$ cat src/rtl/conv_window_mac.sv
// Windowed 2-D convolution stage: latches one image and one filter on start, then
// streams one signed K*K multiply-accumulate per valid window position, row-major.
module conv_window_mac #(
  parameter int FILTER_DIM = 3,
  parameter int INPUT_DIM  = 5,
  parameter int STRIDE     = 1,
  parameter int WIDTH      = 4,
  localparam int OUT_DIM = (INPUT_DIM - FILTER_DIM) / STRIDE + 1,
  localparam int ACC_W   = 2 * WIDTH + $clog2(FILTER_DIM * FILTER_DIM),
  localparam int IDX_W   = (OUT_DIM > 1) ? $clog2(OUT_DIM) : 1
) (
  input  logic                                   clk,
  input  logic                                   rst_n,
  input  logic                                   start,
  input  logic [FILTER_DIM*FILTER_DIM*WIDTH-1:0] filter,
  input  logic [INPUT_DIM*INPUT_DIM*WIDTH-1:0]   image,
  output logic                                   out_valid,
  input  logic                                   out_ready,
  output logic [ACC_W-1:0]                       out_data,
  output logic [IDX_W-1:0]                       out_row,
  output logic [IDX_W-1:0]                       out_col,
  output logic                                   busy,
  output logic                                   done
);

  localparam int K    = FILTER_DIM;
  localparam int TAPS = K * K;
  localparam logic [IDX_W-1:0] LAST = IDX_W'(OUT_DIM - 1);

  typedef enum logic [1:0] {IDLE, RUN, DRAIN, FINISH} state_t;

  state_t state, state_nxt;

  logic [INPUT_DIM*INPUT_DIM*WIDTH-1:0] img_lat;
  logic [TAPS*WIDTH-1:0]                flt_lat;
  logic [IDX_W-1:0]                     row, col;

  logic stall, en, accept, issue, last_pos, pipe_empty;

  logic signed [WIDTH-1:0]   band [K][INPUT_DIM];
  logic signed [WIDTH-1:0]   win  [TAPS];
  logic signed [ACC_W-1:0]   sum;

  logic                      s1_valid;
  logic signed [WIDTH-1:0]   s1_pix [TAPS];
  logic signed [WIDTH-1:0]   s1_wgt [TAPS];
  logic [IDX_W-1:0]          s1_row, s1_col;

  logic                      s2_valid;
  logic signed [2*WIDTH-1:0] s2_prod [TAPS];
  logic [IDX_W-1:0]          s2_row, s2_col;

  // Handshake and sequencing qualifiers; a stall freezes the whole datapath
  always_comb begin
    stall      = out_valid & ~out_ready;
    en         = ~stall;
    accept     = (state == IDLE) & start;
    issue      = (state == RUN) & en;
    last_pos   = (row == LAST) & (col == LAST);
    pipe_empty = ~s1_valid & ~s2_valid & (~out_valid | out_ready);
  end

  // Next-state logic
  always_comb begin
    state_nxt = state;
    case (state)
      IDLE:    if (start) state_nxt = RUN; else state_nxt = IDLE;
      RUN:     if (issue && last_pos) state_nxt = DRAIN; else state_nxt = RUN;
      DRAIN:   if (pipe_empty) state_nxt = FINISH; else state_nxt = DRAIN;
      FINISH:  state_nxt = IDLE;
      default: state_nxt = IDLE;
    endcase
  end

  // State register with registered busy/done decoded from the next state
  always_ff @(posedge clk or negedge rst_n) begin
    if (!rst_n) begin
      state <= IDLE;
      busy  <= 1'b0;
      done  <= 1'b0;
    end else begin
      state <= state_nxt;
      busy  <= (state_nxt == RUN) || (state_nxt == DRAIN);
      done  <= (state_nxt == FINISH);
    end
  end

  // Operand latch and row-major position counter
  always_ff @(posedge clk or negedge rst_n) begin
    if (!rst_n) begin
      img_lat <= '0;
      flt_lat <= '0;
      row     <= '0;
      col     <= '0;
    end else if (accept) begin
      img_lat <= image;
      flt_lat <= filter;
      row     <= '0;
      col     <= '0;
    end else if (issue) begin
      if (col == LAST) begin
        col <= '0;
        row <= row + IDX_W'(1);
      end else begin
        col <= col + IDX_W'(1);
      end
    end
  end

  // Row selection: only constant offsets, so each output row becomes one mux leg
  always_comb begin
    for (int i = 0; i < K; i++)
      for (int c = 0; c < INPUT_DIM; c++)
        band[i][c] = '0;
    for (int p = 0; p < OUT_DIM; p++) begin
      if (row == IDX_W'(p)) begin
        for (int i = 0; i < K; i++)
          for (int c = 0; c < INPUT_DIM; c++)
            band[i][c] = img_lat[((p*STRIDE + i)*INPUT_DIM + c)*WIDTH +: WIDTH];
      end
    end
  end

  // Column selection out of the chosen row band
  always_comb begin
    for (int t = 0; t < TAPS; t++) win[t] = '0;
    for (int q = 0; q < OUT_DIM; q++) begin
      if (col == IDX_W'(q)) begin
        for (int i = 0; i < K; i++)
          for (int j = 0; j < K; j++)
            win[i*K + j] = band[i][q*STRIDE + j];
      end
    end
  end

  // Sign-extended adder tree feeding the output stage
  always_comb begin
    sum = '0;
    for (int t = 0; t < TAPS; t++) sum = sum + ACC_W'(s2_prod[t]);
  end

  // Three-stage pipeline: window capture, products, sum
  always_ff @(posedge clk or negedge rst_n) begin
    if (!rst_n) begin
      s1_valid  <= 1'b0;
      s1_row    <= '0;
      s1_col    <= '0;
      s2_valid  <= 1'b0;
      s2_row    <= '0;
      s2_col    <= '0;
      out_valid <= 1'b0;
      out_data  <= '0;
      out_row   <= '0;
      out_col   <= '0;
      for (int t = 0; t < TAPS; t++) begin
        s1_pix[t]  <= '0;
        s1_wgt[t]  <= '0;
        s2_prod[t] <= '0;
      end
    end else if (en) begin
      s1_valid  <= issue;
      s1_row    <= row;
      s1_col    <= col;
      s2_valid  <= s1_valid;
      s2_row    <= s1_row;
      s2_col    <= s1_col;
      out_valid <= s2_valid;
      out_data  <= sum;
      out_row   <= s2_row;
      out_col   <= s2_col;
      for (int t = 0; t < TAPS; t++) begin
        s1_pix[t]  <= win[t];
        s1_wgt[t]  <= flt_lat[t*WIDTH +: WIDTH];
        s2_prod[t] <= (2*WIDTH)'(s1_pix[t]) * (2*WIDTH)'(s1_wgt[t]);
      end
    end
  end

endmodule

$ cat config.mk
export PLATFORM = sky130hd
export DESIGN_NAME = conv_window_mac
export DESIGN_NICKNAME = d
export VERILOG_FILES = /design/src/rtl/conv_window_mac.sv
export SDC_FILE = /design/constraint.sdc
export NUM_CORES = 1
export LEC_CHECK = 0
export ABC_AREA = 0
export CORE_ASPECT_RATIO = 0.8
export CORE_UTILIZATION = 30
export CTS_CLUSTER_DIAMETER = 50
export DETAILED_ROUTE_END_ITERATION = 16
export GPL_TIMING_DRIVEN = 0
export HOLD_SLACK_MARGIN = 0.15
export PLACE_DENSITY = 0.47
export RECOVER_POWER = 50
export SYNTH_ARGS = -nofsm -noshare
export SYNTH_HDL_FRONTEND = slang
export SYNTH_SLANG_ARGS = --single-unit
$ cat constraint.sdc
create_clock -name clk -period 6.61 [get_ports clk]
set_clock_uncertainty 0.15 [all_clocks]
set_input_delay 1.322 -clock clk [delete_from_list [all_inputs] [get_ports clk]]
set_output_delay 1.322 -clock clk [all_outputs]
set_load 0.01 [all_outputs]
==> results.toml, run 1 <==
[outcome]
run_status = "finished with violations"
violations = "max-capacitance violations, max-slew violations"

[logic_synthesis]
synthXorXnorAreaFrac = 0.0301
netlist_area_sq_um = 20100
yosysSeqAreaShare = 0.392
synth_compound_area_frac = 0.102
synth_fa_ha_area_frac = 0.217
avgSynthCellArea_sq_um = 10.2
synthCells = 1965
synth_top_family_by_area = "adder cells"
synthMuxAreaShare = 0.0843
async_reset_ff_frac = 1.00
synth-simple-area-share = 0.112
yosysWarnings = 0
synth_edf_count = 0
synthFlopType = "dfrtp_1"
synth.distinct_cells = 40
synth_nets = 2369
synth-seq-cells = 315

[critical_path]
path_cells = "inv_1 -> fa_1 -> inv_1 -> fa_1 -> fa_1 -> inv_1 -> fa_1 -> inv_1 -> ha_1 -> inv_1 -> fa_1 -> nor2b_4 -> o31a_1 -> o21a_1 -> or3_1 -> a31o_1"
cp.required_ps = 6910
startpoint_type = "register"
crit_path_max_fanout = 3
cp_slowest_cell = "fa_1"
crit_type = "reg2reg"
worstPathArrival_ps = 4710
endpoint_kind = "register"
crit_family = "adder cells"
worst_path_largest_cell_delay_ps = 530
worst-path-buf-inv = 5

[grt]
grt_pass1_wl_um = 90800
grt_overflow = 0
grt_usage = 0.175
antenna_found_initial = 3
grt_max_degree = 116
grt_pass1_vias = 15300

[timing]
rsz0062_at_grt = "no"
fin_crit_sh = 0.667
setup_slack_ps = 2200
relSlewSlack = -0.648
tightestPinTransition_ps = 2470
min_period_ps = 4410
fmax_ghz = 0.227
final_max_slew_viol_count = 94
finalHoldViolCount = 0
finalSetupViolCount = 0
holdWs_ps = 306

[die]
die_x_um = 291
dieArea_sq_um = 68000
core.rowCount = 84
core_sq_um = 66000
boundaryPins = 159
initial_core_util = 0.304
die_h_um = 233

[place]
port_buffers = 158
gp_congestion = 0.888
place_hpwl_um = 47000
place_worst_setup_slack_ps = 2200
place_area_sq_um = 22800
dp_cells = 2986

[clock_tree]
clockBufferDepth = 3
clock_latency_ps = 580
numCtsBuffers = 39
hold_buffers = 0
clock-sinks = 315
cts_root_buf = "clkbuf_16"
cts_resized = 0
cts_tree = "done"
clk_pin_slew_ps = 60
h-tree-depth = 2
post-cts-setup-buffers = 0

[detailed_routing]
drt_iter0_drc = 831
drt_wl_total_um = 57900
vias = 14600
drtAntennaViolNets = 0
avgRoutedWirePerCell_um = 18.9
dr.pass1.iters = 5
drc = 0
via_per_inst = 4.76

[final_layout]
fin_area_sq_um = 24100
drive_above_1_share = 0.110
final_common_cell = "nand2_1"
num-nets-final = 2571
final_cell_mix = "336 x nand2_1, 315 x dfrtp_1, 223 x inv_1"
layout-area-overhead-vs-synth_pct = 20.0
layoutNonFillerInstCount = 3058

[worst_hold_path]
hold_class = "reg2reg"

[run]
max_cap_viol_count = 1
[cells by family after synthesis]
group	count (synthesis)
AO/OA/AOI/OAI	338
XOR/XNOR	69
adder cells (fa/ha/maj)	264
buffers and inverters	313
flip-flops	315
multiplexers	152
AND/OR/NAND/NOR	514
[flip-flops by register name, indices dropped and copies added (netlist names)]
signal / flops
busy: 1
col: 2
done: 1
flt_lat: 36
img_lat: 100
out_col: 2
out_data: 12
out_row: 2
out_valid: 1
row: 2
s1_col: 2
s1_pix: 36
s1_row: 2
s1_valid: 1
s1_wgt: 36
s2_col: 2
s2_prod: 72
s2_row: 2
s2_valid: 1
state: 2
[through the flow]
| step | util | setup TNS (ps) |
|---|---|---|
| floorplan | - | 0 |
| global placement | 0.345 | -3210150 |
| detailed placement | 0.346 | 0 |
| CTS | 0.366 | 0 |
| global route | 0.365 | 0 |
| finish | 0.365 | 0 |
[cells in the mapped netlist, drive strengths merged (58+ instances only)]
master	instances	share of area
a21oi	79	0.020
a22oi	82	0.031
and2	58	0.018
dfrtp	315	0.39
fa	140	0.14
ha	124	0.077
inv	223	0.042
mux2	138	0.077
nand2	336	0.063
o21ai	127	0.032
[path summary, 6_finish.rpt]
check	from	to	slack (ps)	depth (start not counted)
worst max register to register	s2_prod[2]	out_data[8]	2200	16
max in group asynchronous	rst_n	s1_wgt[13]	2480	3
worst max-delay path	s2_prod[2]	out_data[8]	2200	16
min in group asynchronous	rst_n	out_data[0]	780	1
worst min-delay path	s2_valid	s2_valid	310	2
worst min register to register	s2_valid	s2_valid	310	2
[layout make-up]
| type | instances | area (sq um) |
|---|---|---|
| multi-input cells | 1337 | 10900 |
| plain buffers | 90 | 424 |
| flip-flops and latches | 315 | 7880 |
| fillers | 6693 | 41900 |
| inverters | 223 | 837 |
| diodes | 1 | 2.50 |
| clock buffers | 55 | 1140 |
| well taps | 860 | 1080 |
| repair buffers | 161 | 1640 |
| clock inverters | 16 | 171 |
[tightest hold or removal path, stage by stage, from the launching register on]
cell	delay, ps
dfrtp_1	330
nand2_1	50
nand2_1	50
[routing by layer]
layer / part of all wire / track usage / wire (um) / up-vias
li1: - / - / - / 6862
met1: 0.49 / 0.251 / 28600 / 7292
met2: 0.44 / 0.272 / 25200 / 325
met3: 0.052 / 0.0310 / 2990 / 70
met4: 0.019 / 0.0426 / 1120 / 2
met5: 0.00022 / 0 / 13 / -
Power of run 1 is not shown: default switching activity piles up to over one toggle a cycle in this logic, so the estimate is an artifact.
==> run 2, diff against run 1 <==
--- a/config.mk
+++ b/config.mk
@@ -12,7 +12,7 @@
 export DETAILED_ROUTE_END_ITERATION = 16
 export GPL_TIMING_DRIVEN = 0
 export HOLD_SLACK_MARGIN = 0.15
-export PLACE_DENSITY = 0.47
+export PLACE_DENSITY = 0.48
 export RECOVER_POWER = 50
 export SYNTH_ARGS = -nofsm -noshare
 export SYNTH_HDL_FRONTEND = slang
==> constraint.sdc (replaced) <==
create_clock -name clk -period 4 [get_ports clk]
set_clock_uncertainty 0.15 [all_clocks]
set_input_delay 0.8 -clock clk [delete_from_list [all_inputs] [get_ports clk]]
set_output_delay 0.8 -clock clk [all_outputs]
set_load 0.01 [all_outputs]
==> results.toml, run 2 (synthesized netlist as in run 1, its figures left out) <==
[place]
gp_congestion = 0.858
port_buffers = 158
place_area_sq_um = 22800
place_hpwl_um = 47000

[final_layout]
final_common_cell = "nand2_1"
reg_top3 = "img_lat (100), s2_prod (72)"
largest_reg_flops = 100
layout-area-overhead-vs-synth_pct = 20.7
largest-register = "img_lat"
final_cell_mix = "335 x nand2_1, 310 x dfrtp_1, 216 x inv_1"
num-nets-final = 2578
drive_above_1_share = 0.123
fin_area_sq_um = 24300

[outcome]
violations = "max-capacitance violations, max-slew violations, negative setup slack"
run_status = "finished with violations"

[grt]
grt_pass1_vias = 15600
grt_pass1_wl_um = 92100
grt_usage = 0.177
antenna_found_initial = 3
grt_max_degree = 113
grt_overflow = 0

[critical_path]
crit_path_start = "s2_prod[2]"
cp_slowest_cell = "fa_1"
endpoint_kind = "register"
reg2reg_depth = 16
r2r_slack_ps = -250
startpoint_type = "register"
cp.required_ps = 4290
cp-endpoint = "out_data[8]"
rr_endpoint = "out_data[8]"
crit_type = "reg2reg"
worst_path_largest_cell_delay_ps = 550
crit_path_max_fanout = 2
rr_startpoint = "s2_prod[2]"
path_cells = "inv_2 -> fa_1 -> inv_2 -> fa_1 -> fa_1 -> inv_1 -> fa_1 -> inv_2 -> ha_4 -> inv_2 -> fa_2 -> nor2b_4 -> o31a_1 -> o21a_1 -> or3_1 -> a31o_1"
worstPathArrival_ps = 4540

[timing]
fmax_ghz = 0.236
tightestPinTransition_ps = 2500
finalSetupViolCount = 5
min_period_ps = 4250
final_max_slew_viol_count = 95
setup_slack_ps = -246
fin_crit_sh = 1.06
relSlewSlack = -0.664
finalHoldViolCount = 0
rsz0062_at_grt = "yes"

[detailed_routing]
drc = 0
via_per_inst = 4.75
dr.pass1.iters = 5
avgRoutedWirePerCell_um = 19.0
drt_iter0_drc = 853
drt_wl_total_um = 58200
vias = 14600
drtAntennaViolNets = 0

[clock_tree]
clock-sinks = 315
cts_tree = "done"
clockBufferDepth = 3
numCtsBuffers = 39
clock_latency_ps = 590
h-tree-depth = 2
cts_root_buf = "clkbuf_16"
clk_pin_slew_ps = 60

[die]
boundaryPins = 159
initial_core_util = 0.304
core_sq_um = 66000
die_h_um = 233
die_x_um = 291
dieArea_sq_um = 68000
core.rowCount = 84

[worst_hold_path]
hold_class = "reg2reg"

[run]
max_cap_viol_count = 1
[run 2: changes by cell type in the layout (fill, tap and decap cells not counted), moves of 6 or more]
cell,change
inv_2,+7
inv_1,-7
xnor2_2,+6
xnor2_1,-6
clkbuf_1,+11
[run 2: through the flow]
step | hold slack, ps | setup slack, ps | utilization | cells | TNS (ps)
global placement | 292 | -12250 | 0.345 | 2983 | -3838850
detailed placement | 297 | -385 | 0.346 | 2985 | -1360
floorplan | 280 | -124 | - | 1965 | -177
global route | 330 | -346 | 0.368 | 3064 | -10030
finish | 307 | -246 | 0.368 | 3065 | -696
CTS | 310 | -265 | 0.367 | 3063 | -754
[run 2: worst min-delay path by stage]
stage                  start  endpoint  slack [ps]  depth (start not counted)
CTS                 s2_valid  s2_valid         310                          2
finish              s2_valid  s2_valid         310                          2
global placement    s2_valid  s2_valid         290                          2
detailed placement  s2_valid  s2_valid         300                          2
floorplan           s2_valid  s2_valid         280                          2
global route        s2_valid  s2_valid         330                          2
[run 2: repair_timing]
item	CTS	global route
hold endpoints to repair	31	0
pin swaps	14	15
hold buffers	1	0
cloned	0	0
setup endpoints to repair	5	12
resized for setup	17	21
buffers inserted	6	1
[run 2: per-layer routing]
metal	track usage	wire, um
met2	0.279	25500
met3	0.0267	2630
met1	0.255	29000
met4	0.0405	949
met5	0	0
[run 2: cell type report]
cell class | instances | area (sq um)
repair buffers | 168 | 1670
fillers | 6643 | 41700
plain buffers | 90 | 395
well taps | 860 | 1080
clock buffers | 53 | 1080
diodes | 1 | 2.50
clock inverters | 18 | 219
flip-flops and latches | 315 | 7890
multi-input cells | 1337 | 11100
inverters | 223 | 837
[run 2: worst max-delay path: cells and delay by family (launching register included)]
| kind | cells | cell delay (ps) |
|---|---|---|
| fa+ha+maj | 6 | 2400 |
| compound gates | 3 | 640 |
| simple gates | 2 | 350 |
| flops | 1 | 340 |
| buf+inv | 5 | 270 |
Power of run 2 is left out for the same reason.
